==> src/rtl/hazard_stall_unit.sv <==
//------------------------------------------------------------------------------
// Module      : hazard_stall_unit
// Description : Pipeline stall/flush controller covering load-use, branch-in-ID
//               operand dependencies and data-memory wait states.
// Revision    : 1.0 - initial release
//------------------------------------------------------------------------------
`default_nettype none

module hazard_stall_unit #(
    parameter int LOAD_STALL  = 1,
    parameter int BR_LD_EXTRA = 1,
    parameter int CNT_W       = 32
) (
    input  logic             clk_i,
    input  logic             rst_i,
    input  logic [4:0]       IF_ID_RsAddr_i,
    input  logic [4:0]       IF_ID_RtAddr_i,
    input  logic             IF_ID_Branch_i,
    input  logic             Branch_Taken_i,
    input  logic             ID_EX_MemRead_i,
    input  logic             ID_EX_RegWrite_i,
    input  logic [4:0]       ID_EX_RdAddr_i,
    input  logic             Mem_Stall_i,
    output logic             PC_Write_o,
    output logic             IF_ID_Write_o,
    output logic             ID_EX_Bubble_o,
    output logic             IF_ID_Flush_o,
    output logic             Pipe_Freeze_o,
    output logic [CNT_W-1:0] Stall_Cnt_o
);

    typedef enum logic [1:0] {
        S_RUN    = 2'd0,
        S_STALL  = 2'd1,
        S_FREEZE = 2'd2
    } stateT;

    // Remaining cycles after the detection cycle, for each multi-cycle hazard.
    localparam int         c_BrLdLen = LOAD_STALL + BR_LD_EXTRA;
    localparam logic [1:0] c_BrLdRem = 2'(c_BrLdLen - 1);
    localparam logic [1:0] c_LuRem   = 2'(LOAD_STALL - 1);

    stateT      r_state;
    stateT      w_stateNext;
    stateT      w_effState;
    logic [1:0] r_rem;
    logic [1:0] w_remNext;
    logic       r_ret;
    logic       w_retNext;

    logic w_match;
    logic w_brLd;
    logic w_lu;
    logic w_brAlu;
    logic w_hazard;
    logic w_multi;
    logic [1:0] w_hazRem;

    assign w_match = (ID_EX_RdAddr_i != 5'd0) &&
                     ((ID_EX_RdAddr_i == IF_ID_RsAddr_i) || (ID_EX_RdAddr_i == IF_ID_RtAddr_i));
    assign w_brLd   = IF_ID_Branch_i && ID_EX_MemRead_i && w_match;
    assign w_lu     = ID_EX_MemRead_i && w_match;
    assign w_brAlu  = IF_ID_Branch_i && ID_EX_RegWrite_i && !ID_EX_MemRead_i && w_match;
    assign w_hazard = w_brLd || w_lu || w_brAlu;

    always_comb begin
        w_multi  = 1'b0;
        w_hazRem = 2'd0;
        if (w_brLd) begin
            w_multi  = (c_BrLdLen > 1);
            w_hazRem = c_BrLdRem;
        end else if (w_lu) begin
            w_multi  = (LOAD_STALL > 1);
            w_hazRem = c_LuRem;
        end
    end

    // Leaving FREEZE behaves as the resumed state within the same cycle.
    assign w_effState = (r_state == S_FREEZE && !Mem_Stall_i) ? (r_ret ? S_STALL : S_RUN)
                                                              : r_state;

    always_comb begin
        w_stateNext    = w_effState;
        w_remNext      = r_rem;
        w_retNext      = r_ret;
        PC_Write_o     = 1'b1;
        IF_ID_Write_o  = 1'b1;
        ID_EX_Bubble_o = 1'b0;
        IF_ID_Flush_o  = 1'b0;
        Pipe_Freeze_o  = 1'b0;

        case (w_effState)
            S_RUN: begin
                w_retNext = 1'b0;
                if (Mem_Stall_i) begin
                    PC_Write_o    = 1'b0;
                    IF_ID_Write_o = 1'b0;
                    Pipe_Freeze_o = 1'b1;
                    w_stateNext   = S_FREEZE;
                end else if (w_hazard) begin
                    PC_Write_o     = 1'b0;
                    IF_ID_Write_o  = 1'b0;
                    ID_EX_Bubble_o = 1'b1;
                    if (w_multi) begin
                        w_stateNext = S_STALL;
                        w_remNext   = w_hazRem;
                    end
                end else if (Branch_Taken_i && IF_ID_Branch_i) begin
                    IF_ID_Flush_o = 1'b1;
                end
            end
            S_STALL: begin
                PC_Write_o    = 1'b0;
                IF_ID_Write_o = 1'b0;
                if (Mem_Stall_i) begin
                    Pipe_Freeze_o = 1'b1;
                    w_stateNext   = S_FREEZE;
                    w_retNext     = 1'b1;
                end else begin
                    ID_EX_Bubble_o = 1'b1;
                    w_remNext      = r_rem - 2'd1;
                    if (r_rem == 2'd1) begin
                        w_stateNext = S_RUN;
                        w_retNext   = 1'b0;
                    end
                end
            end
            default: begin
                PC_Write_o    = 1'b0;
                IF_ID_Write_o = 1'b0;
                Pipe_Freeze_o = 1'b1;
            end
        endcase

        // Reset holds the front end and feeds bubbles downstream.
        if (rst_i) begin
            PC_Write_o     = 1'b0;
            IF_ID_Write_o  = 1'b0;
            ID_EX_Bubble_o = 1'b1;
            IF_ID_Flush_o  = 1'b0;
            Pipe_Freeze_o  = 1'b0;
        end
    end

    always_ff @(posedge clk_i or posedge rst_i) begin
        if (rst_i) begin
            r_state <= S_RUN;
            r_rem   <= 2'd0;
            r_ret   <= 1'b0;
        end else begin
            r_state <= w_stateNext;
            r_rem   <= w_remNext;
            r_ret   <= w_retNext;
        end
    end

    always_ff @(posedge clk_i or posedge rst_i) begin
        if (rst_i) begin
            Stall_Cnt_o <= '0;
        end else if (!PC_Write_o) begin
            Stall_Cnt_o <= Stall_Cnt_o + 1'b1;
        end
    end

endmodule

`default_nettype wire

==> config.mk <==
export PLATFORM = sky130hd
export DESIGN_NAME = hazard_stall_unit
export DESIGN_NICKNAME = d
export VERILOG_FILES = /design/src/rtl/hazard_stall_unit.sv
export SDC_FILE = /design/constraint.sdc
export NUM_CORES = 1
export LEC_CHECK = 0
export ABC_AREA = 1
export CAP_MARGIN = 20
export CORE_MARGIN = 5
export CORE_UTILIZATION = 56
export CTS_BUF_LIST = sky130_fd_sc_hd__clkbuf_8
export DETAILED_ROUTE_END_ITERATION = 10
export PLACE_DENSITY = 0.9
export RECOVER_POWER = 50
export SLEW_MARGIN = 0
export SYNTH_ARGS = -nofsm -noshare
export SYNTH_HDL_FRONTEND = slang
export SYNTH_SLANG_ARGS = --single-unit
==> constraint.sdc <==
create_clock -name clk_i -period 4.7 [get_ports clk_i]
set_input_delay 0.94 -clock clk_i [delete_from_list [all_inputs] [get_ports clk_i]]
set_output_delay 0.94 -clock clk_i [all_outputs]
set_load 0.05 [all_outputs]
==> results of run 1 <==
worst paths after layout:
kind / from / to / depth (start not counted)
min reg2reg: r_rem[1] / r_rem[1] / 2
max: Mem_Stall_i / IF_ID_Flush_o / 9
min in group asynchronous: rst_i / Stall_Cnt_o[5] / 3
min: r_rem[1] / r_rem[1] / 2
max reg2reg: r_state[1] / Stall_Cnt_o[15] / 7
max in group asynchronous: rst_i / Stall_Cnt_o[21] / 3
routing by layer:
layer | routed length, microns | vias to the layer above | track usage
li1 | - | 1282 | -
met1 | 2930 | 1192 | 0.311
met2 | 3150 | 94 | 0.382
met3 | 370 | 16 | 0.0451
met4 | 123 | 0 | 0.0704
met5 | 0 | - | 0
worst max-delay path, delay by kind of cell:
kind,cells,cell delay (ns)
AND/OR/NAND/NOR,4,0.47
AO/OA/AOI/OAI,1,0.14
buffers and inverters,4,1.61
area by class of cell:
class	count	area (sq um)	share of cell area
flip-flops and latches	37	926	0.286
repair buffers	61	594	0.183
clock inverters	1	5.00	0.00154
clock buffers	5	68.8	0.0212
multi-input cells	283	1390	0.430
inverters	50	188	0.0579
well taps	52	65.1	0.0201
flip-flops by register name, indices dropped and copies added, names as in the netlist:
signal       count
r_rem            2
r_state          2
r_ret            1
Stall_Cnt_o     32
through the flow:
stage	instances	total power, uW	instance area, sq um
after floorplan	377	786	2570
after global placement	483	932	3180
after detailed placement	483	947	3180
after CTS	489	1150	3250
after global routing	489	1210	3240
final	489	1140	3240
cell families after synthesis:
kind of cell    after synthesis
buf+inv                      57
fa+ha+maj                     2
flops                        37
compound gates               21
xor+xnor                     31
simple gates                229
cell usage after synthesis, types with 4 or more instances:
library cell | n | area, sq um
xor2_1 | 17 | 149
nand3_1 | 13 | 65.1
dfrtp_1 | 37 | 926
inv_2 | 9 | 33.8
nand2_1 | 138 | 518
nor3_1 | 13 | 65.1
xnor2_1 | 14 | 123
o21ai_0 | 16 | 80.1
nor2_1 | 37 | 139
inv_1 | 41 | 154
buf_2 | 4 | 20.0
nand4_1 | 11 | 68.8
nand2_2 | 10 | 62.6
report_power, final:
group	switching, uW	internal [uW]
Clock	104	97.4
Sequential	83.2	373
Combinational	311	169
Total	498	639
==> summary.txt, run 1 <==
Cells and area
  • Commonest non-fill, non-tap cell in the layout: nand2_1
  • Layout Utilization: 0.734
  • # fillers: 376
  • Final nets: 462
  • Ant diodes: 0
  • Synth-to-Final Area Change: 26.2%
  • Fraction of layout cells with a size suffix above 1: 0.0755
  • Most frequent cells in the layout: nand2_1, inv_1, clkdlybuf4s50_1

Routing
  • Routed via count: 2,584
  • DRC violations left: 0
  • Final ANT Viol Nets: 0
  • Vias per cell: 5.28
  • Final wirelength: 6570 microns
  • Initial DRC count: 171
  • First-pass DRT Iterations: 5
  • Drt wl/cell: 13.4 microns

Critical path
  • CP endpoint kind: primary output
  • WP data arrival: 3.17 ns
  • R2r setup slk: 2.54 ns
  • Most used cell, CP: nor2_1
  • CP Launch Type: input pin
  • Critical path class: in2out
  • Max stage delay on crit path: 0.82 ns
  • Crit path cell chain: dlygate4sd3_1 > inv_1 > a21oi_1 > inv_2 > nand2_1 > nor2_1 > nand3_4 > nor2_1 > clkdlybuf4s50_1
  • CP max stage cell: clkdlybuf4s50_1
  • Worst-path fanout max: 5
  • WP data required: 3.76 ns

Place
  • Place WS: 0.746 ns
  • # port buffers: 58
  • Final Wtd Congestion: 0.894
  • Dpl hpwl: 5170 microns

Synthesis
  • Async set or reset register ratio after synthesis: 1.00
  • Synth Warn #: 0
  • Post-Synth Simple-Gate Area: 0.386
  • Main flop type after synthesis: dfrtp_1
  • Mux share of post-synthesis cell area: 0
  • Cell variety after synth: 25
  • Seq/Total Area, Yosys: 0.361
  • Xor and xnor area share after synthesis: 0.106
  • Post-synth EDFFs: 0
  • #FFs+latches synth: 37
  • Mapped cell area: 2570 sq um
  • Mapped Nets: 401
  • Post-synthesis adder-cell area fraction: 0.00975
  • Compound-Gate Fraction of Synth Area: 0.0453
  • Syn_area_per_cell: 6.81 sq um
  • Largest family of logic cells by synthesized area: simple AND/OR/NAND/NOR gates
  • Syn Inst Count: 377

Status
  • Status: finished with violations
  • Violated checks: max-capacitance violations, max-slew violations

Die
  • Core area: 4410 sq um
  • FP Rows: 24
  • Starting density of the core: 0.581
  • Die Y: 77.7 microns
  • Die ar.: 6040 sq um
  • Die Width: 77.7 microns
  • I/O pins: 59

Global routing
  • Largest net degree at the start of global routing: 38
  • All-Layer GR Usage: 0.233
  • First-pass GRT wire length: 11,700 microns
  • Initial antenna violation count: 0
  • Vias in the first global route: 2,527
  • GR Overflow Total: 0

Timing
  • Ratio of final minimum period to clock period: 0.874
  • Worst slew margin: -0.311
  • Slew Viols, Final: 38
  • Fin Hold WS: 0.488 ns
  • Final Hold Fails: 0
  • Setup TNS: 0 ns
  • Fmax: 243 MHz
  • Worst-Margin Slew: 1.97 ns
  • Final worst slack: 0.591 ns
  • RSZ-0062 raised after global routing: no
  • Max Clock Skew: 0.0100 ns
  • Min Clock Period, post-route: 4.11 ns
  • Final setup fails: 0

Pwr
  • Leak: 0.00163 uW
  • VDD IR max: 0.335 mV
  • PwrDens: 351 nW/um^2

Worst hold path
  • HP Class: reg2reg

Clocking
  • Post-CTS resize count: 0
  • Cts hold-fix bufs: 0
  • Clk slew on worst S/H paths: 0.07 ns
  • H-tree depth: 2
  • Clock sink count: 37
  • CTS tree: done
  • Clock buffer count from CTS: 5
  • Worst-Skew Late Latency: 0.29 ns
  • Max Buffers Root-to-Sink: 2
  • CTS root buffer: clkbuf_8
  • Post-CTS Setup Inserts: 0

Flow run
  • Max_cap viols: 1
No activity file was read; power rests on OpenSTA's default activity.
==> inputs of run 2 (changes only) <==
Settings changed: CORE_ASPECT_RATIO set to 0.8.
==> run 2 against run 1 <==
The flow now finishes without violations. Die area grew 0.13%. Combinational power about the same. Count of clock-buffer cells in the layout grew 1. Hold slack about the same. Final area is 0.50% higher. Global-route usage increased by 0.77 points. Critical path depth is 1 higher. Critical endpoint is now IF_ID_Write_o. Flip-flop and latch count did not move. Clock skew shrank 0.0078 ns. Register-to-register slack hardly changed. Sequential power hardly changed.
==> summary.txt, run 2 (synthesis results as in run 1) <==
Status
  • Status: finished clean

Clocking
  • Clk slew on worst S/H paths: 0.07 ns (about the same)
  • Post-CTS Setup Inserts: 0 (unchanged)
  • Clock buffer count from CTS: 5 (unchanged)
  • CTS root buffer: clkbuf_8
  • Clock sink count: 37 (unchanged)
  • Max Buffers Root-to-Sink: 2 (unchanged)
  • CTS tree: done
  • Worst-Skew Late Latency: 0.29 ns (about the same)
  • H-tree depth: 2 (unchanged)
  • Cts hold-fix bufs: 0 (unchanged)
  • Post-CTS resize count: 0 (unchanged)

Place
  • Dpl hpwl: 5190 microns (+0.41%)
  • Area after DPL: 3190 sq um (+0.24%)
  • # port buffers: 58 (unchanged)
  • Final Wtd Congestion: 0.984 (+10%)

Cells and area
  • Most flops, register: Stall_Cnt_o
  • Ant diodes: 0 (unchanged)
  • Synth-to-Final Area Change: 26.9%
  • Most frequent cells in the layout: nand2_1, inv_1, clkdlybuf4s50_1
  • Fraction of layout cells with a size suffix above 1: 0.0753 (-0.000172)
  • Regs by FF count: Stall_Cnt_o x32, r_rem x2, r_state x2
  • Largest register FFs: 32 (unchanged)
  • # fillers: 380 (+1.1%)
  • Commonest non-fill, non-tap cell in the layout: nand2_1
  • Final nets: 462 (unchanged)
  • Finished Cell Area: 3260 sq um (+0.50%)

Die
  • Core area: 4510 sq um (+2.3%)
  • I/O pins: 59 (unchanged)
  • Starting density of the core: 0.568 (-0.0129)
  • Die ar.: 6040 sq um (+0.13%)
  • Die Y: 70.5 microns (-9.2%)
  • Die Width: 85.7 microns (+10%)
  • FP Rows: 22 (-8.3%)

Pwr
  • PwrDens: 356 nW/um^2 (+1.4%)
  • Leak: 0.00164 uW (+0.34%)
  • Pwr Total: 1160 uW (+1.9%)
  • VDD IR max: 0.370 mV (+11%)

Timing
  • Setup TNS: 0 ns (unchanged)
  • Min Clock Period, post-route: 4.31 ns (+0.203 ns)
  • Final Hold Fails: 0 (unchanged)
  • Final setup fails: 0 (unchanged)
  • RSZ-0062 raised after global routing: no
  • Slew Viols, Final: 0 (-100%)
  • Fmax: 232 MHz (-4.7%)
  • Worst-Margin Slew: 1.22 ns (-0.751 ns)
  • Ratio of final minimum period to clock period: 0.918 (+0.0433)
  • Max Clock Skew: 0.00226 ns (-0.00777 ns)
  • Worst slew margin: 0.189 (+0.500)

Global routing
  • Initial antenna violation count: 0 (unchanged)
  • All-Layer GR Usage: 0.241 (+0.00766)
  • First-pass GRT wire length: 11,600 microns (-0.18%)
  • GR Overflow Total: 0 (unchanged)
  • Largest net degree at the start of global routing: 37 (-2.6%)
  • Vias in the first global route: 2,491 (-1.4%)

Routing
  • Final ANT Viol Nets: 0 (unchanged)
  • Initial DRC count: 133 (-22%)
  • DRC violations left: 0 (unchanged)
  • Vias per cell: 5.18 (-2.0%)
  • First-pass DRT Iterations: 4 (-1)
  • Routed via count: 2,578 (-0.23%)
  • Final wirelength: 6750 microns (+2.8%)
  • Drt wl/cell: 13.6 microns (+0.93%)

Critical path
  • Critical path class: in2out
  • WP data arrival: 3.37 ns (+0.20 ns)
  • CP max stage cell: dlygate4sd3_1
  • WP data required: 3.76 ns (about the same)
  • CP Launch Type: input pin
  • Crit path cell chain: dlygate4sd3_1 > inv_1 > a21oi_1 > inv_2 > nand2_1 > nor2_1 > nand3_4 > buf_4 > inv_2 > buf_4
  • Max stage delay on crit path: 0.58 ns (-0.24 ns)
  • Worst-path fanout max: 36 (+31)
  • CP endpoint kind: primary output

Worst hold path
  • HP Class: reg2reg

Flow run
  • Max_cap viols: 0 (-1)
[run 2: cell types whose count changed in the layout (fill, tap and decap cells not counted)]
| cell | before | now |
|---|---|---|
| inv_1 | 42 | 43 |
| clkbuf_8 | 5 | 6 |
| clkinv_2 | 1 | 0 |
| clkbuf_1 | 1 | 2 |
| clkdlybuf4s50_1 | 41 | 40 |
[run 2: power by group]
group,switching (uW),internal (uW)
sequential,83.6,373
clock,110,114
combinational,312,167
[run 2: metrics by stage]
stage / util / cells / hold WS, ns / worst slack (ns)
2_1_floorplan: - / 377 / 0.442 / 1.41
3_3_place_gp: 0.706 / 491 / 0.460 / 0.709
3_5_place_dp: 0.706 / 491 / 0.471 / 0.644
4_1_cts: 0.725 / 498 / 0.488 / 0.637
5_1_grt: 0.721 / 498 / 0.517 / 0.222
6_report: 0.721 / 498 / 0.487 / 0.388
[run 2: area by class of cell]
| cell class | count | area, sq um | area share |
|---|---|---|---|
| multi-input combinational | 283 | 1390 | 0.428 |
| clock inverter | 1 | 3.75 | 0.00115 |
| clock buffer | 6 | 82.6 | 0.0254 |
| tap | 60 | 75.1 | 0.0231 |
| sequential | 37 | 926 | 0.284 |
| inverter | 50 | 188 | 0.0576 |
| timing repair buffer | 61 | 588 | 0.181 |
[run 2: final timing paths]
kind,endpoint,cells past startpoint,from,slack [ns]
max reg2reg,Stall_Cnt_o[15],5,r_state[1],2.55
max in group asynchronous,Stall_Cnt_o[12],4,rst_i,1.66
min reg2reg,r_rem[1],2,r_rem[1],0.49
min,r_rem[1],2,r_rem[1],0.49
max,IF_ID_Write_o,10,Mem_Stall_i,0.39
min in group asynchronous,r_state[1],3,rst_i,1.41
[run 2: critical path: cells and delay by family]
kind                   cells  cell delay (ns)
buffers and inverters      6             1.86
AO/OA/AOI/OAI              1             0.13
AND/OR/NAND/NOR            3             0.41
[run 2: layer usage]
layer / vias to the layer above / GRT usage / wire [microns]
li1: 1299 / - / -
met1: 1187 / 0.331 / 3150
met2: 80 / 0.384 / 3140
met3: 12 / 0.0524 / 367
met4: 0 / 0.0685 / 98
met5: - / 0 / 0
==> inputs of run 3 (changes only) <==
Settings changed: ABC_CLOCK_PERIOD_IN_PS set to 4700, SETUP_SLACK_MARGIN set to 0.5.
==> run 3 against run 2 <==
Maximum frequency up 1.6%. Largest cell class unchanged. Sequential power barely moved. Clock power about the same. Register-to-register slack better by 0.19 ns. Utilization is 0.055 points higher. Die area stayed put. Via count shrank 0.19%. Wire length fell by 0.10%.
==> summary.txt, run 3 (synthesis results as in run 1) <==
Place
  • # port buffers: 58 (unchanged)
  • Final Wtd Congestion: 0.984 (unchanged)
  • Dpl hpwl: 5190 microns (unchanged)

Cells and area
  • Most flops, register: Stall_Cnt_o
  • # fillers: 380 (unchanged)
  • Most frequent cells in the layout: nand2_1, inv_1, clkdlybuf4s50_1
  • Synth-to-Final Area Change: 27.0% (about the same)
  • Ant diodes: 0 (unchanged)
  • Final nets: 462 (unchanged)
  • Largest register FFs: 32 (unchanged)
  • Commonest non-fill, non-tap cell in the layout: nand2_1
  • Fraction of layout cells with a size suffix above 1: 0.0753 (unchanged)
  • Regs by FF count: Stall_Cnt_o x32, r_rem x2, r_state x2
  • Layout Utilization: 0.722 (about the same)

Pwr
  • PwrDens: 356 nW/um^2 (about the same)
  • Sequential group share of total power: 0.394 (about the same)
  • Switch Pwr: 506 uW (about the same)
  • Internal Power: 654 uW (about the same)
  • Combinational power share: 0.413 (about the same)
  • VDD IR max: 0.370 mV (about the same)
  • Leak: 0.00164 uW (about the same)
  • Switching Fraction: 0.436 (about the same)
  • Part of the power in the clock network: 0.193 (about the same)

Global routing
  • Initial antenna violation count: 0 (unchanged)
  • All-Layer GR Usage: 0.241 (unchanged)
  • Vias in the first global route: 2,491 (unchanged)
  • GR Overflow Total: 0 (unchanged)
  • Largest net degree at the start of global routing: 37 (unchanged)
  • First-pass GRT wire length: 11,600 microns (unchanged)

Critical path
  • Worst-path fanout max: 5 (-86%)
  • WP data required: 3.76 ns (about the same)
  • WP data arrival: 3.30 ns (-0.07 ns)
  • CP Launch Type: input pin
  • CP endpoint kind: primary output
  • Critical path class: in2out

Routing
  • Final ANT Viol Nets: 0 (unchanged)
  • Vias per cell: 5.17 (-0.19%)
  • First-pass DRT Iterations: 4 (unchanged)
  • Initial DRC count: 133 (unchanged)
  • Routed via count: 2,573 (-0.19%)
  • DRC violations left: 0 (unchanged)
  • Final wirelength: 6750 microns (-0.10%)
  • Drt wl/cell: 13.5 microns (-0.10%)

Status
  • Status: finished clean

Die
  • Core area: 4510 sq um (unchanged)
  • Starting density of the core: 0.568 (unchanged)
  • FP Rows: 22 (unchanged)
  • Die Width: 85.7 microns (unchanged)
  • Die Y: 70.5 microns (unchanged)
  • Die ar.: 6040 sq um (unchanged)
  • I/O pins: 59 (unchanged)

Clocking
  • Max Buffers Root-to-Sink: 2 (unchanged)
  • Clock sink count: 37 (unchanged)
  • CTS tree: done
  • CTS root buffer: clkbuf_8
  • Clock buffer count from CTS: 5 (unchanged)
  • Cts hold-fix bufs: 0 (unchanged)
  • H-tree depth: 2 (unchanged)
  • Worst-Skew Late Latency: 0.29 ns (about the same)
  • Clk slew on worst S/H paths: 0.07 ns (about the same)

Timing
  • Slew Viols, Final: 0 (unchanged)
  • Min Clock Period, post-route: 4.24 ns (-0.0683 ns)
  • Worst slew margin: 0.188 (-0.000754)
  • RSZ-0062 raised after global routing: no
  • Final setup fails: 0 (unchanged)
  • Setup TNS: 0 ns (unchanged)
  • Ratio of final minimum period to clock period: 0.903 (-0.0145)
  • Fmax: 236 MHz (+1.6%)
  • Max Clock Skew: 0.00223 ns (-0.0000350 ns)
  • Final Hold Fails: 0 (unchanged)
  • Worst-Margin Slew: 1.22 ns (+0.00113 ns)

Worst hold path
  • HP Class: reg2reg

Flow run
  • Max_cap viols: 0 (unchanged)
[run 3: cell count changes in the layout (fill, tap and decap cells not counted)]
cell             previous run  this run
clkdlybuf4s50_1            40        41
dlygate4sd3_1              15        14
inv_2                       8         7
inv_4                       0         1
[run 3: final timing paths]
kind	start	endpoint	slack, ns	cells past startpoint
min in group asynchronous	rst_i	r_state[1]	1.28	3
setup reg to reg	r_state[0]	Stall_Cnt_o[15]	2.74	10
setup / recovery	Mem_Stall_i	IF_ID_Flush_o	0.46	9
hold reg to reg	r_rem[1]	r_rem[1]	0.49	2
max in group asynchronous	rst_i	Stall_Cnt_o[12]	1.79	4
hold / removal	r_rem[1]	r_rem[1]	0.49	2
[run 3: per-stage QoR]
stage	cells	hold slack, ns	worst slack (ns)	area [sq um]	total power (uW)
floorplan	377	0.442	1.41	2570	786
finish	498	0.487	0.456	3260	1160
CTS	498	0.488	0.637	3270	1170
detailed placement	491	0.471	0.644	3190	947
global route	498	0.517	0.330	3260	1230
global placement	491	0.460	0.709	3190	931
[run 3: area by class of cell]
cell class | count | area [sq um] | share of cell area
clock inverter | 1 | 3.75 | 0.00115
timing repair buffer | 61 | 588 | 0.180
clock buffer | 6 | 82.6 | 0.0253
tap | 60 | 75.1 | 0.0230
inverter | 50 | 190 | 0.0584
sequential | 37 | 926 | 0.284
multi-input combinational | 283 | 1390 | 0.427
[run 3: power groups by stage]
stage | Clock, uW | Sequential (uW) | Combinational [uW]
after floorplan | 0 | 580 | 205
after global placement | 0 | 458 | 472
after detailed placement | 0 | 462 | 485
after CTS | 228 | 457 | 487
after global routing | 238 | 470 | 519
final | 224 | 457 | 479
[run 3: repair_timing]
action	in CTS	in global routing
setup buffers	0	0
setup endpoints to repair	0	2
gates resized for setup	0	2
[run 3: critical path, stage by stage]
cell and delay, ns:
dlygate4sd3_1 0.58, inv_1 0.16, a21oi_1 0.13, inv_2 0.07, nand2_1 0.08, nor2_1 0.23, nand3_4 0.10, nor2_1 0.16
clkdlybuf4s50_1 0.84
[run 3: per-layer routing]
metal / share of wire / GRT usage
met5: 0 / 0
met3: 0.054 / 0.0524
met4: 0.015 / 0.0685
met2: 0.46 / 0.384
met1: 0.47 / 0.331
